## src/rtl/spi_reg_ctrl_if.sv

```systemverilog
// Bus bundle between the SPI bridge, the transaction controller and the register file.
// The master modport is the controller's view; the slave modport is the surrounding logic.
interface spi_reg_ctrl_if #(
    parameter int ADDR_W = 6
);
    logic              cs_n;
    logic              byte_sync;
    logic [7:0]        data_in;
    logic [7:0]        data_out;
    logic [ADDR_W-1:0] reg_addr;
    logic [7:0]        reg_wdata;
    logic              reg_wr;
    logic              reg_rd;
    logic [7:0]        reg_rdata;
    logic              busy;
    logic              rd_overrun;

    modport master (
        input  cs_n, byte_sync, data_in, reg_rdata,
        output data_out, reg_addr, reg_wdata, reg_wr, reg_rd, busy, rd_overrun
    );

    modport slave (
        output cs_n, byte_sync, data_in, reg_rdata,
        input  data_out, reg_addr, reg_wdata, reg_wr, reg_rd, busy, rd_overrun
    );
endinterface

```

## src/rtl/spi_reg_ctrl.sv

```systemverilog
// SPI byte-stream transaction controller: decodes command/data bytes from the bridge
// into register write/read strobes with optional auto-increment bursts.
module spi_reg_ctrl #(
    parameter int ADDR_W = 6,
    parameter int RD_LAT = 1
) (
    input  logic              clk,
    input  logic              rst_n,
    spi_reg_ctrl_if.master    bus
);

    localparam logic [1:0] ST_IDLE    = 2'd0;
    localparam logic [1:0] ST_WR_DATA = 2'd1;
    localparam logic [1:0] ST_RD_WAIT = 2'd2;
    localparam logic [1:0] ST_RD_DATA = 2'd3;

    localparam logic [2:0] RD_LAT_C = 3'(RD_LAT);

    logic [1:0]        state_r,    state_s;
    logic              auto_inc_r, auto_inc_s;
    logic [ADDR_W-1:0] addr_r,     addr_s;
    logic [7:0]        wdata_r,    wdata_s;
    logic              wr_r,       wr_s;
    logic              rd_r,       rd_s;
    logic [7:0]        dout_r,     dout_s;
    logic [2:0]        cnt_r,      cnt_s;
    logic              busy_r,     busy_s;
    logic              ovr_r,      ovr_s;

    // Next-state and next-output decode; chip-select high overrides everything.
    always_comb begin
        state_s    = state_r;
        auto_inc_s = auto_inc_r;
        addr_s     = addr_r;
        wdata_s    = wdata_r;
        wr_s       = 1'b0;
        rd_s       = 1'b0;
        dout_s     = dout_r;
        cnt_s      = cnt_r;
        ovr_s      = ovr_r;

        if (bus.cs_n) begin
            state_s = ST_IDLE;
            cnt_s   = 3'd0;
            ovr_s   = 1'b0;
        end else begin
            case (state_r)
                ST_IDLE: begin
                    if (bus.byte_sync) begin
                        auto_inc_s = bus.data_in[6];
                        addr_s     = bus.data_in[ADDR_W-1:0];
                        cnt_s      = 3'd0;
                        if (bus.data_in[7]) begin
                            state_s = ST_WR_DATA;
                        end else begin
                            rd_s    = 1'b1;
                            state_s = ST_RD_WAIT;
                        end
                    end else begin
                        state_s = ST_IDLE;
                    end
                end
                ST_WR_DATA: begin
                    // The address advances the cycle after the write strobe so the
                    // strobe itself carries the address it was issued for.
                    if (wr_r && auto_inc_r) begin
                        addr_s = addr_r + {{(ADDR_W-1){1'b0}}, 1'b1};
                    end else begin
                        addr_s = addr_r;
                    end
                    if (bus.byte_sync) begin
                        wr_s    = 1'b1;
                        wdata_s = bus.data_in;
                    end else begin
                        wr_s    = 1'b0;
                    end
                end
                ST_RD_WAIT: begin
                    if (bus.byte_sync) begin
                        ovr_s = 1'b1;
                    end else begin
                        ovr_s = ovr_r;
                    end
                    if (cnt_r == RD_LAT_C) begin
                        dout_s  = bus.reg_rdata;
                        state_s = ST_RD_DATA;
                    end else begin
                        cnt_s   = cnt_r + 3'd1;
                    end
                end
                ST_RD_DATA: begin
                    // Without auto-increment further bytes just repeat data_out.
                    if (bus.byte_sync && auto_inc_r) begin
                        addr_s  = addr_r + {{(ADDR_W-1){1'b0}}, 1'b1};
                        rd_s    = 1'b1;
                        cnt_s   = 3'd0;
                        state_s = ST_RD_WAIT;
                    end else begin
                        state_s = ST_RD_DATA;
                    end
                end
                default: begin
                    state_s = ST_IDLE;
                end
            endcase
        end

        busy_s = (state_s != ST_IDLE);
    end

    // State and output registers.
    always_ff @(posedge clk or negedge rst_n) begin
        if (!rst_n) begin
            state_r    <= ST_IDLE;
            auto_inc_r <= 1'b0;
            addr_r     <= {ADDR_W{1'b0}};
            wdata_r    <= 8'h00;
            wr_r       <= 1'b0;
            rd_r       <= 1'b0;
            dout_r     <= 8'h00;
            cnt_r      <= 3'd0;
            busy_r     <= 1'b0;
            ovr_r      <= 1'b0;
        end else begin
            state_r    <= state_s;
            auto_inc_r <= auto_inc_s;
            addr_r     <= addr_s;
            wdata_r    <= wdata_s;
            wr_r       <= wr_s;
            rd_r       <= rd_s;
            dout_r     <= dout_s;
            cnt_r      <= cnt_s;
            busy_r     <= busy_s;
            ovr_r      <= ovr_s;
        end
    end

    assign bus.data_out   = dout_r;
    assign bus.reg_addr   = addr_r;
    assign bus.reg_wdata  = wdata_r;
    assign bus.reg_wr     = wr_r;
    assign bus.reg_rd     = rd_r;
    assign bus.busy       = busy_r;
    assign bus.rd_overrun = ovr_r;

endmodule

```

## src/flat_wrapper.sv

```systemverilog
// flat-port wrapper written by rule: the top's interface ports become plain ports
module spi_reg_ctrl_flat 
#(
    parameter int ADDR_W = 6,
    parameter int RD_LAT = 1
)
  (clk, rst_n, bus_cs_n, bus_byte_sync, bus_data_in, bus_reg_rdata, bus_data_out, bus_reg_addr, bus_reg_wdata, bus_reg_wr, bus_reg_rd, bus_busy, bus_rd_overrun);
  spi_reg_ctrl_if #(.ADDR_W(ADDR_W)) bus_i ();
  input  logic clk;
  input  logic rst_n;
  input wire logic [$bits(bus_i.cs_n)-1:0] bus_cs_n;
  input wire logic [$bits(bus_i.byte_sync)-1:0] bus_byte_sync;
  input wire logic [$bits(bus_i.data_in)-1:0] bus_data_in;
  input wire logic [$bits(bus_i.reg_rdata)-1:0] bus_reg_rdata;
  output wire logic [$bits(bus_i.data_out)-1:0] bus_data_out;
  output wire logic [$bits(bus_i.reg_addr)-1:0] bus_reg_addr;
  output wire logic [$bits(bus_i.reg_wdata)-1:0] bus_reg_wdata;
  output wire logic [$bits(bus_i.reg_wr)-1:0] bus_reg_wr;
  output wire logic [$bits(bus_i.reg_rd)-1:0] bus_reg_rd;
  output wire logic [$bits(bus_i.busy)-1:0] bus_busy;
  output wire logic [$bits(bus_i.rd_overrun)-1:0] bus_rd_overrun;
  assign bus_i.cs_n = bus_cs_n;
  assign bus_i.byte_sync = bus_byte_sync;
  assign bus_i.data_in = bus_data_in;
  assign bus_i.reg_rdata = bus_reg_rdata;
  assign bus_data_out = bus_i.data_out;
  assign bus_reg_addr = bus_i.reg_addr;
  assign bus_reg_wdata = bus_i.reg_wdata;
  assign bus_reg_wr = bus_i.reg_wr;
  assign bus_reg_rd = bus_i.reg_rd;
  assign bus_busy = bus_i.busy;
  assign bus_rd_overrun = bus_i.rd_overrun;
  spi_reg_ctrl #(.ADDR_W(ADDR_W), .RD_LAT(RD_LAT)) u_core (.clk(clk), .rst_n(rst_n), .bus(bus_i));
endmodule
```

## config.mk

```make
export PLATFORM = sky130hd
export DESIGN_NAME = spi_reg_ctrl_flat
export DESIGN_NICKNAME = d
export VERILOG_FILES = /design/src/rtl/spi_reg_ctrl_if.sv /design/src/rtl/spi_reg_ctrl.sv /design/src/flat_wrapper.sv
export SDC_FILE = /design/constraint.sdc
export NUM_CORES = 1
export LEC_CHECK = 0
export CAP_MARGIN = 20
export CORE_MARGIN = 2
export CORE_UTILIZATION = 51
export DETAILED_ROUTE_END_ITERATION = 8
export PLACE_DENSITY = 0.95
export SLEW_MARGIN = 20
export SYNTH_ARGS = -nofsm -noshare
export SYNTH_HDL_FRONTEND = slang
export SYNTH_SLANG_ARGS = --single-unit
```

## constraint.sdc

```tcl
create_clock -name clk -period 4.56 [get_ports clk]
set_input_delay 1.368 -clock clk [delete_from_list [all_inputs] [get_ports clk]]
set_output_delay 1.368 -clock clk [all_outputs]
set_load 0.005 [all_outputs]
```

== Yosys cells after proc, flatten, opt, wreduce, memory -nomap -nowiden ==
Cells that the tools add are included.

* Mux-type cells: 26
* Bitwise logic cells: 1
* Add/subtract/negate cells: 2
* Reductions and logical operators: 14
* Eq/ne operators: 10

{| class="wikitable"
|+ Operator list
! cell !! number
|-
| $mux W6 || 3
|-
| $pmux W6 S3 || 1
|-
| $mux W3 || 4
|-
| $mux W1 || 11
|-
| $pmux W3 S3 || 1
|-
| $reduce_and A3 Y1 || 3
|-
| $mux W2 || 4
|-
| $add A6 B1 Y6 const B || 1
|-
| $ne A3 B3 Y1 const B || 2
|-
| $pmux W2 S3 || 1
|-
| $reduce_bool A2 Y1 || 3
|-
| $reduce_and A5 Y1 || 1
|-
| $eq A2 B2 Y1 const B || 2
|-
| $ne A2 B1 Y1 const B || 2
|-
| $reduce_and A4 Y1 || 1
|-
| $reduce_bool A4 Y1 || 1
|-
| $add A3 B1 Y3 const B || 1
|-
| $eq A3 B1 Y1 const B || 1
|-
| $ne A3 B2 Y1 const B || 1
|-
| $reduce_bool A3 Y1 || 1
|-
| $eq A2 B1 Y1 const B || 1
|-
| $logic_and A1 B1 Y1 || 2
|-
| $logic_not A2 Y1 || 1
|-
| $ne A2 B2 Y1 const B || 1
|-
| other kinds (3) || 3
|}

* Bits of input ports: 20
* Bits in registers: 32

== Logic depth before layout (Yosys ltp) ==
Gate-level depths: netlist (run 1).

* Depth after elaboration: 5
* Depth in mapped cells: 7

== Worst setup path before layout (run 1) ==
No wires, ideal clock.

* Kind: input-to-reg
* Start: input bus_cs_n
* End: register u_core.dout_r[0] (netlist: u_core.bus.data_out[0])
* Path slack: 2.326 ns
* Data arrival time: 2.109 ns
* Buffers on the path: 1
* Setup time: 0.125 ns
* Cell stages on the path: 4
* Path through: inv_1 and3_1 buf_2 mux2_2

* Word-level cells in the longest chain between the ends: 2

{| class="wikitable"
|+ Ends and longest elaborated chain
! what !! line !! source
|-
| start: declaration || flat_wrapper.sv:11 || <nowiki>input wire logic [$bits(bus_i.cs_n)-1:0] bus_cs_n;</nowiki>
|-
| $not A1 Y1 (no source line) || - ||
|-
| $reduce_and A3 Y1 (no source line) || - ||
|-
| end signal: assignment || spi_reg_ctrl.sv:131 || <nowiki>dout_r <= dout_s;</nowiki>
|-
| end: declaration || spi_reg_ctrl.sv:25 || <nowiki>logic [7:0] dout_r, dout_s;</nowiki>
|}

Every way passes these cells.
A chain may end at the register's enable or synchronous reset.

== Final worst setup path (run 1) ==
* Start: input bus_cs_n
* End: register u_core.cnt_r[0]

* Word-level cells in the longest chain between the ends: 2

{| class="wikitable"
|+ Ends and longest elaborated chain
! what !! line !! source
|-
| $ne A3 B2 Y1 (no source line), or another cell as far along || - ||
|-
| $reduce_and A4 Y1 (no source line) || - ||
|-
| end signal: assignment || spi_reg_ctrl.sv:132 || <nowiki>cnt_r <= cnt_s;</nowiki>
|-
| end: declaration || spi_reg_ctrl.sv:26 || <nowiki>logic [2:0] cnt_r, cnt_s;</nowiki>
|}

Parallel ways exist; a longest one is shown, timed or not.

==> metrics.md, run 1 <==
| Metric | Value |
|---|---|
| Hold Path Class | `reg -> reg` |
| Die Wd | `60.1 microns` |
| Final setup TNS | `0 ns` |
| Initial antenna violation count | `0` |
| Vias in the first global route | `1244` |
| Row cnt | `20` |
| Fill count | `238` |
| Via Count | `between 1000 and 1500` |
| Port-buffer cells | `45` |
| Final setup fails | `0` |
| Avg WL per Cell | `between 10 and 15 microns` |
| Post-route ant nets | `0` |
| First-pass GRT wire length | `~5.5 mm` |
| Share of the yosys chip area belonging to registers | `49.8%` |
| Crit path buf inv count | `2` |
| Worst-Margin Slew | `0.906 ns` |
| Nets | `218` |
| CTS Buf Count | `5` |
| First drt pass iteration count | `4` |
| Clock-pin slew on the worst setup and hold paths | `0.09 ns` |
| Setup bufs post-CTS | `0` |
| Dpl hpwl | `2.51 mm` |
| Kind of critical path | `in -> reg` |
| Syn Inst Count | `140` |
| Mapped cell area | `1610 sq um` |
| Top Ports | `46` |
| GRT Total Usage | `between 20% and 30%` |
| Critical Path AT | `3.30 ns` |
| Routability congestion estimate | `0.755` |
| Slowest CP cell | `clkdlybuf4s50_1` |
| Clock Sinks | `32` |
| Clk_skew | `0.0145 ns` |
| PwrDens | `408 nW/um^2` |
| Yosys warns | `0` |
| Largest net degree at the start of global routing | `33` |
| Ant. Diodes | `0` |
| Post_cts resized | `0` |
| Leak | `0.950 nW` |
| Max clock buf depth | `2` |
| Synthesis-to-layout area growth | `33.6%` |
| Hold-fix buffers at CTS | `0` |
| RSZ-0062 raised after global routing | `false` |
| CP Cell Sequence | `clkdlybuf4s50_1 -> inv_1 -> and3_1 -> or4b_1 -> a21oi_1` |
| Initial DRC count | `29` |
| Crit-path leading delay family | `buffers and inverters` |
| DRC | `0` |
| Worst vdd ir | `0.314 mV` |
| Vias/cell | `5.51` |
| Crit-path max cell delay | `0.83 ns` |
| CP Launch Type | `input port` |
| Max-slew violations | `0` |
| Layout cells sized above 1 | `~15%` |
| H-tree depth | `2` |
| Detailed Route WL | `3.35 mm` |
| Pwr Total | `~0.00087 W` |
| Flop and latch count out of synthesis | `32` |
| Max_cap viols | `0` |
| Post-Syn Nets | `169` |
| CTS tree | `built` |
| Distinct cell type count after synthesis | `39` |
| Core Area | `roughly 3000 sq um` |
| Starting Density | `53.1%` |
| Status | `finished, final reports clean` |
| CP Capture Type | `register` |
| Max transition margin | `between 30% and 40%` |
| Clock root buffer | `clkbuf_4` |
| Die H | `approximately 60 microns` |
| Hold Fails Final Rpt | `0` |
| Clk_lat worst skew | `between 0.3 and 0.4 ns` |
| Mean Syn Cell Area | `11.5 sq um` |
| Tmin final | `roughly 3 ns` |
| Max Freq | `328 MHz` |
| Total gr overflow | `0` |
| CP Max Fanout | `16` |
| Die Footprint | `approximately 3600 sq um` |
| Critical Path RT | `4.81 ns` |
| Crit share post-route | `66.8%` |
[cell usage in the layout, fill, tap and decap left out, types with 3 or more instances in the layout]
master           netlist  routed
a21oi_1                8       8
clkbuf_4               0       5
clkdlybuf4s50_1        0      45
dfrtp_1               32      32
ha_1                   9       9
inv_1                  5       5
mux2_2                17      17
nand2_1                7       7
nand3_1                4       4
nor2_1                 9       9
nor2b_1                4       4
o21ai_0                4       4
o41ai_1                3       3
[report_power, final]
group	internal (W)	total [W]	switching [W]
Clock	0.0000566	0.000148	0.0000914
Sequential	0.000355	0.000409	0.0000537
Combinational	0.000206	0.000318	0.000112
Total	0.000618	0.000875	0.000257
[through the flow]
step | setup WS [ns] | cell area [sq um] | hold slack [ns] | util (%) | std cells
2_1_floorplan | 2.33 | 1610 | 0.486 | - | 140
3_3_place_gp | 1.29 | 2100 | 0.487 | 69.3 | 226
3_5_place_dp | 1.19 | 2100 | 0.492 | 69.3 | 226
4_1_cts | 1.53 | 2150 | 0.513 | 70.9 | 233
5_1_grt | 1.36 | 2150 | 0.533 | 70.9 | 233
6_report | 1.51 | 2150 | 0.510 | 70.9 | 233
[synthesized netlist by cell type (all sizes together)]
library cell	n	area, sq um
nor3	2	15.0
o21a	1	15.0
and2	2	12.5
a2111oi	1	8.76
a2bb2oi	2	17.5
a31oi	1	6.26
nor2b	4	25.0
or3	1	11.3
buf	2	12.5
nand3	4	20.0
inv	5	18.8
or4b	2	20.0
ha	9	113
a211o	1	8.76
mux2	18	203
or2	1	6.26
o21ai	4	20.0
dfrtp	32	801
a22o	1	8.76
o41ai	3	26.3
and3	2	12.5
nand2	7	26.3
o31ai	2	15.0
clkbuf	2	7.51
nor4b	1	8.76
nor4	1	6.26
nor2	10	40.0
a21oi	8	40.0
o211a	1	10.0
a22oi	1	7.51
o22ai	2	12.5
nand3b	2	15.0
a32oi	1	8.76
nor3b	2	15.0
nand2b	2	12.5
[area by class of cell]
type                    instances  area [sq um]  area share, %
clock buffers                   6          41.3           1.92
clock inverters                 1          5.00          0.233
inverters                       5          18.8          0.875
multi-input cells              99           767           35.7
flip-flops and latches         32           801           37.3
well taps                      44          55.1           2.57
repair buffers                 46           458           21.3
[worst paths after layout]
path	startpoint	to	cells after the start	slack, ns
setup / recovery	bus_cs_n	u_core.cnt_r[0]	5	1.51
hold / removal	u_core.bus.reg_wdata[3]	u_core.bus.reg_wdata[3]	1	0.51
setup reg to reg	u_core.state_r[0]	u_core.bus.reg_addr[1]	6	2.32
hold reg to reg	u_core.bus.reg_wdata[3]	u_core.bus.reg_wdata[3]	1	0.51
max in group asynchronous	rst_n	u_core.bus.data_out[0]	2	2.85
min in group asynchronous	rst_n	u_core.bus.reg_wr	2	1.40
[logic make-up (layout without fill, tap and decap cells)]
family	after synthesis	count (layout)	synth area share [%]
compound gates	29	29	12.8
fa+ha+maj	9	9	7.01
buf+inv	9	58	2.41
flops	32	32	49.8
mux	18	18	12.6
simple gates	43	43	15.3
[sequential cells by signal, summed over array words and instances, names as in the netlist]
signal	cells
u_core.bus.data_out	8
u_core.bus.reg_wr	1
u_core.bus.reg_rd	1
u_core.bus.rd_overrun	1
u_core.state_r	2
u_core.bus.reg_wdata	8
u_core.bus.reg_addr	6
u_core.cnt_r	3
u_core.auto_inc_r	1
u_core.bus.busy	1
[layer usage]
layer / vias to the layer above / track usage, % / share of wire, %
li1: 607 / - / -
met1: 622 / 24.5 / 43
met2: 49 / 34.5 / 50
met3: 6 / 5.84 / 5.8
met4: 0 / 7.94 / 1.6
met5: - / 0 / 0
(Power assumes the default switching activity.)
==> run 2, diff against run 1 <==
- CORE_UTILIZATION: 51 -> 42
- PLACE_DENSITY: 0.95 -> 0.86
- clock period: 4.56 -> 2.45 ns (I/O delays scaled with it)
==> metrics.md, run 2 (synthesis gave the netlist of run 1 again) <==
| Metric | Value |
|---|---|
| Status | `finished, final reports clean` |
| Slowest CP cell | `a21oi_1` |
| CP Capture Type | `register` |
| First-pass GRT wire length | `5.70 mm (+3.5%)` |
| Die Wd | `65.8 microns (+9.5%)` |
| Clock-pin slew on the worst setup and hold paths | `0.06 ns (-0.03 ns)` |
| PwrDens | `841 nW/um^2 (+110%)` |
| Crit-path max cell delay | `0.64 ns (-0.19 ns)` |
| CP Launch Type | `input port` |
| Max_cap viols | `0 (unchanged)` |
| Placed Instances | `235 (+4.0%)` |
| Clk_lat worst skew | `0.27 ns (-0.07 ns)` |
| Fill count | `291 (+22%)` |
| Row cnt | `22 (+10%)` |
| Vias in the first global route | `1238 (-0.48%)` |
| Via Count | `1293 (+0.70%)` |
| H-tree depth | `2 (unchanged)` |
| Avg WL per Cell | `13.7 microns (-4.7%)` |
| RSZ-0062 raised after global routing | `false` |
| Total gr overflow | `0 (unchanged)` |
| Max Freq | `468 MHz` |
| Critical Path AT | `2.30 ns (-1.00 ns)` |
| Synthesis-to-layout area growth | `41.2%` |
| Post-route ant nets | `0 (unchanged)` |
| Final setup fails | `0 (unchanged)` |
| Post-Layout Cell Count | `243 (+4.3%)` |
| Worst vdd ir | `0.514 mV (+64%)` |
| GRT Total Usage | `17.0% (-3.4 points)` |
| Detailed Route WL | `3.33 mm (-0.66%)` |
| Setup bufs post-CTS | `0 (unchanged)` |
| Final setup TNS | `0 ns (unchanged)` |
| Clk_skew | `0.00437 ns (-0.0101 ns)` |
| Max-slew violations | `0 (unchanged)` |
| Initial DRC count | `92 (+220%)` |
| Worst-Margin Slew | `0.768 ns (-0.138 ns)` |
| Die Footprint | `4340 sq um (+20%)` |
| Largest net degree at the start of global routing | `33 (unchanged)` |
| Routability congestion estimate | `0.825 (+9.3%)` |
| Kind of critical path | `in -> reg` |
| Most common cell after layout, fill and taps aside | `clkdlybuf4s50_1` |
| Tmin final | `2.14 ns` |
| Ant. Diodes | `0 (unchanged)` |
| Hold-fix buffers at CTS | `0 (unchanged)` |
| CTS tree | `built` |
| DRC | `0 (unchanged)` |
| CP Max Fanout | `11 (-5)` |
| Leak | `1.01 nW (+6.5%)` |
| Max transition margin | `48.8% (+9.2 points)` |
| Max clock buf depth | `2 (unchanged)` |
| Layout cells sized above 1 | `17.9% (+3.1 points)` |
| Crit path buf inv count | `1 (-1)` |
| Starting Density | `43.9% (-9.2 points)` |
| CP Cell Sequence | `clkdlybuf4s50_1 -> a21oi_1 -> nor3_2 -> mux2_1` |
| Nets | `223 (+2.3%)` |
| CTS Buf Count | `5 (unchanged)` |
| Post_cts resized | `0 (unchanged)` |
| Die H | `65.8 microns (+9.5%)` |
| Dpl hpwl | `2.45 mm (-2.5%)` |
| Commonest cells after routing, fill and taps aside | `clkdlybuf4s50_1 (45), dfrtp_1 (32), mux2_2 (17), nor2_1 (9), ha_1 (9)` |
| Critical Path RT | `2.61 ns (-2.20 ns)` |
| Pwr Total | `0.00191 W (+120%)` |
| Initial antenna violation count | `0 (unchanged)` |
| Top Ports | `46 (unchanged)` |
| Core Area | `3660 sq um (+21%)` |
| Hold Fails Final Rpt | `0 (unchanged)` |
| Crit share post-route | `87.2%` |
| Clock Sinks | `32 (unchanged)` |
| Port-buffer cells | `45 (unchanged)` |
| Vias/cell | `5.32 (-3.4%)` |
| Hold Path Class | `reg -> reg` |
| Crit-path leading delay family | `compound AO/OA/AOI/OAI gates` |
| Clock root buffer | `clkbuf_8` |
| First drt pass iteration count | `4 (unchanged)` |
[run 2: worst reg2reg max path, cell delays in order, from the launching register on]
cell,delay [ns]
dfrtp_1,0.43
inv_1,0.14
ha_1,0.26
nor2_2,0.07
a21oi_1,0.61
nor3_2,0.10
mux2_1,0.33
[run 2: where the power goes]
part | switching (W) | leakage, nW | internal, W
clock network | 0.000187 | 0.0645 | 0.000359
logic | 0.000210 | 0.533 | 0.000389
registers | 0.000100 | 0.414 | 0.000662
total | 0.000497 | 1.01 | 0.00141
[run 2: worst paths after layout]
path / end / slack [ns] / depth (start not counted) / start
max reg2reg: u_core.bus.reg_addr[1] / 0.39 / 6 / u_core.state_r[0]
max in group asynchronous: u_core.bus.data_out[7] / 1.31 / 2 / rst_n
min in group asynchronous: u_core.bus.reg_wr / 0.85 / 2 / rst_n
min reg2reg: u_core.bus.reg_wdata[1] / 0.51 / 1 / u_core.bus.reg_wdata[1]
max: u_core.bus.reg_addr[1] / 0.31 / 4 / bus_byte_sync
min: u_core.bus.reg_wdata[1] / 0.51 / 1 / u_core.bus.reg_wdata[1]
[run 2: cell type report]
cell class	instances	area (sq um)	area share, %
flip-flops and latches	32	801	35.3
inverters	5	18.8	0.827
multi-input cells	99	767	33.8
repair buffers	51	495	21.8
clock buffers	7	96.3	4.25
clock inverters	1	30.0	1.32
well taps	48	60.1	2.65
[run 2: layer usage]
layer	GRT usage (%)	vias up	wire, microns
met5	0	-	0
met4	4.17	0	14
met3	4.94	2	243
met2	27.7	50	1610
met1	22.4	626	1460
li1	-	615	-
[run 2: per-stage QoR]
| step | hold slack [ns] | cell area (sq um) | worst slack, ns | utilization, % |
|---|---|---|---|---|
| 5_1_grt | 0.528 | 2270 | 0.150 | 62.0 |
| 3_3_place_gp | 0.484 | 2140 | 0.0867 | 58.5 |
| 2_1_floorplan | 0.439 | 1610 | 0.751 | - |
| 6_report | 0.505 | 2270 | 0.313 | 62.0 |
| 4_1_cts | 0.511 | 2270 | 0.299 | 62.0 |
| 3_5_place_dp | 0.496 | 2140 | 0.00660 | 58.5 |
==> run 3, diff against run 2 <==
- CORE_MARGIN: 2 -> 5
- GPL_ROUTABILITY_DRIVEN: unset -> 0
==> metrics.md, run 3 (synthesis gave the netlist of run 1 again) <==
| Metric | Value |
|---|---|
| Status | `finished, final reports clean` |
| Internal power | `0.00130 W (-7.7%)` |
| Die Footprint | `5160 sq um (+19%)` |
| DRC | `0 (unchanged)` |
| Comb pwr share | `33.3% (+1.9 points)` |
| Largest net degree at the start of global routing | `33 (unchanged)` |
| Pwr Total | `0.00180 W (-5.6%)` |
| CP Cell Sequence | `clkdlybuf4s50_1 -> a21oi_1 -> nor3_2 -> mux2_1` |
| Nets | `223 (unchanged)` |
| Placed Instances | `235 (unchanged)` |
| Max clock buf depth | `2 (unchanged)` |
| Hold depth | `1 (unchanged)` |
| Kind of critical path | `in -> reg` |
| RSZ-0062 raised after global routing | `false` |
| Worst min-delay path endpoint | `u_core.bus.reg_wdata[0]` |
| Clock-pin slew on the worst setup and hold paths | `0.06 ns (about the same)` |
| Ant. Diodes | `0 (unchanged)` |
| Initial antenna violation count | `0 (unchanged)` |
| Max transition margin | `48.9% (+0.12 points)` |
| CP Max Fanout | `11 (unchanged)` |
| Origin of the critical flop-to-flop path | `u_core.state_r[0]` |
| Max-slew violations | `0 (unchanged)` |
| Max Freq | `464 MHz (-0.85%)` |
| Clock Sinks | `32 (unchanged)` |
| Post_cts resized | `0 (unchanged)` |
| Top Ports | `46 (unchanged)` |
| Clock power frac | `24.3% (-4.3 points)` |
| Switching Share | `27.7% (+1.6 points)` |
| Core Area | `3690 sq um (+0.75%)` |
| Most common cell after layout, fill and taps aside | `clkdlybuf4s50_1` |
| Setup Slack @ Placement | `0.00855 ns (+0.00195 ns)` |
| Area of the multi-input gates | `767 sq um (unchanged)` |
| Total gr overflow | `0 (unchanged)` |
| Tmin final | `2.16 ns (+0.0184 ns)` |
| Synthesis-to-layout area growth | `39.3%` |
| Switch Pwr | `0.000499 W (+0.32%)` |
| CP Launch Type | `input port` |
| Row cnt | `22 (unchanged)` |
| Final WS setup | `0.295 ns (-0.0184 ns)` |
| Avg WL per Cell | `14.4 microns (+5.0%)` |
| Commonest cells after routing, fill and taps aside | `clkdlybuf4s50_1 (45), dfrtp_1 (32), mux2_2 (17), nor2_1 (9), ha_1 (9)` |
| Final setup TNS | `0 ns (unchanged)` |
| Detailed Route WL | `3.48 mm (+4.6%)` |
| Crit share post-route | `88.0% (+0.75 points)` |
| H-tree depth | `2 (unchanged)` |
| Post-DP Area | `2140 sq um (unchanged)` |
| Vias in the first global route | `1199 (-3.2%)` |
| First drt pass iteration count | `4 (unchanged)` |
| Critical Path RT | `2.61 ns (about the same)` |
| Clock root buffer | `clkbuf_8` |
| GRT Total Usage | `13.7% (-3.4 points)` |
| PwrDens | `804 nW/um^2 (-4.3%)` |
| Clk_lat worst skew | `0.28 ns (about the same)` |
| Final setup fails | `0 (unchanged)` |
| Setup bufs post-CTS | `0 (unchanged)` |
| Vias/cell | `5.21 (-2.1%)` |
| Via Count | `1261 (-2.5%)` |
| Worst vdd ir | `0.514 mV (about the same)` |
| Layout cells sized above 1 | `17.5% (-0.42 points)` |
| R2r setup slk | `0.38 ns (about the same)` |
| Fill count | `311 (+6.9%)` |
| Initial DRC count | `74 (-20%)` |
| Die Wd | `71.8 microns (+9.1%)` |
| Clk_skew | `0.00409 ns (-0.000280 ns)` |
| Slowest CP cell | `a21oi_1` |
| Starting Density | `43.6% (-0.33 points)` |
| Hold Fails Final Rpt | `0 (unchanged)` |
| Crit-path max cell delay | `0.64 ns (about the same)` |
| Post-route ant nets | `0 (unchanged)` |
| First-pass GRT wire length | `5.60 mm (-1.8%)` |
| CP Capture Type | `register` |
| Seq. cell area | `801 sq um (unchanged)` |
| CTS Buf Count | `5 (unchanged)` |
| Hold-fix buffers at CTS | `0 (unchanged)` |
| CTS tree | `built` |
| Max_cap viols | `0 (unchanged)` |
| Hold Path Origin | `u_core.bus.reg_wdata[0]` |
| Sequential share of power | `42.4% (+2.4 points)` |
| Worst-Margin Slew | `0.766 ns (-0.00179 ns)` |
| Port-buffer cells | `45 (unchanged)` |
| Hold Path Class | `reg -> reg` |
| FF-to-FF End | `u_core.bus.reg_addr[1]` |
| Post-Layout Cell Count | `242 (-0.41%)` |
| Critical Path AT | `2.32 ns (+0.02 ns)` |
| Leak | `0.998 nW (-1.4%)` |
| Worst R2R Path Depth | `6 (unchanged)` |
| Dpl hpwl | `2.55 mm (+4.2%)` |
| Die H | `71.8 microns (+9.1%)` |
| Fin area | `2240 sq um (-1.3%)` |
-- run 3: final cells by class --
type	instances	area share (%)
multi-input cells	99	34.3
inverters	5	0.838
clock buffers	7	4.30
repair buffers	51	22.1
well taps	48	2.68
flip-flops and latches	32	35.8
-- run 3: through the flow --
stage	hold slack [ns]	utilization [%]
floorplan	0.439	-
global placement	0.483	58.1
detailed placement	0.493	58.1
CTS	0.509	60.7
global route	0.524	60.7
finish	0.505	60.7
-- run 3: routing by layer --
metal | vias up | share of wire (%) | track usage [%]
met3 | 4 | 7.5 | 5.89
met4 | 0 | 0.75 | 3.76
met2 | 45 | 45 | 20.2
met1 | 597 | 47 | 18.3
met5 | - | 0 | 0
li1 | 615 | - | -
-- run 3: worst max path at each step --
stage	start	endpoint	slack, ns	depth (start not counted)
detailed placement	bus_byte_sync	u_core.bus.reg_addr[1]	0.009	4
finish	bus_byte_sync	u_core.bus.reg_addr[1]	0.29	4
CTS	bus_byte_sync	u_core.bus.reg_addr[1]	0.31	4
floorplan	u_core.state_r[0]	u_core.bus.reg_addr[1]	0.75	7
global placement	bus_byte_sync	u_core.bus.reg_addr[1]	0.08	4
global route	bus_byte_sync	u_core.bus.reg_addr[1]	0.21	4
-- run 3: power groups by stage --
stage	sequential (W)	combinational [W]	clock (W)
after floorplan	0.000767	0.000242	0
after global routing	0.000782	0.000652	0.000474
after detailed placement	0.000770	0.000606	0
after global placement	0.000763	0.000595	0
after CTS	0.000763	0.000610	0.000451
final	0.000763	0.000600	0.000437
-- run 3: critical path: cells and delay by family --
| kind | cells | cell delay, ns |
|---|---|---|
| buf+inv | 1 | 0.50 |
| compound gates | 1 | 0.64 |
| simple gates | 1 | 0.10 |
| mux | 1 | 0.34 |
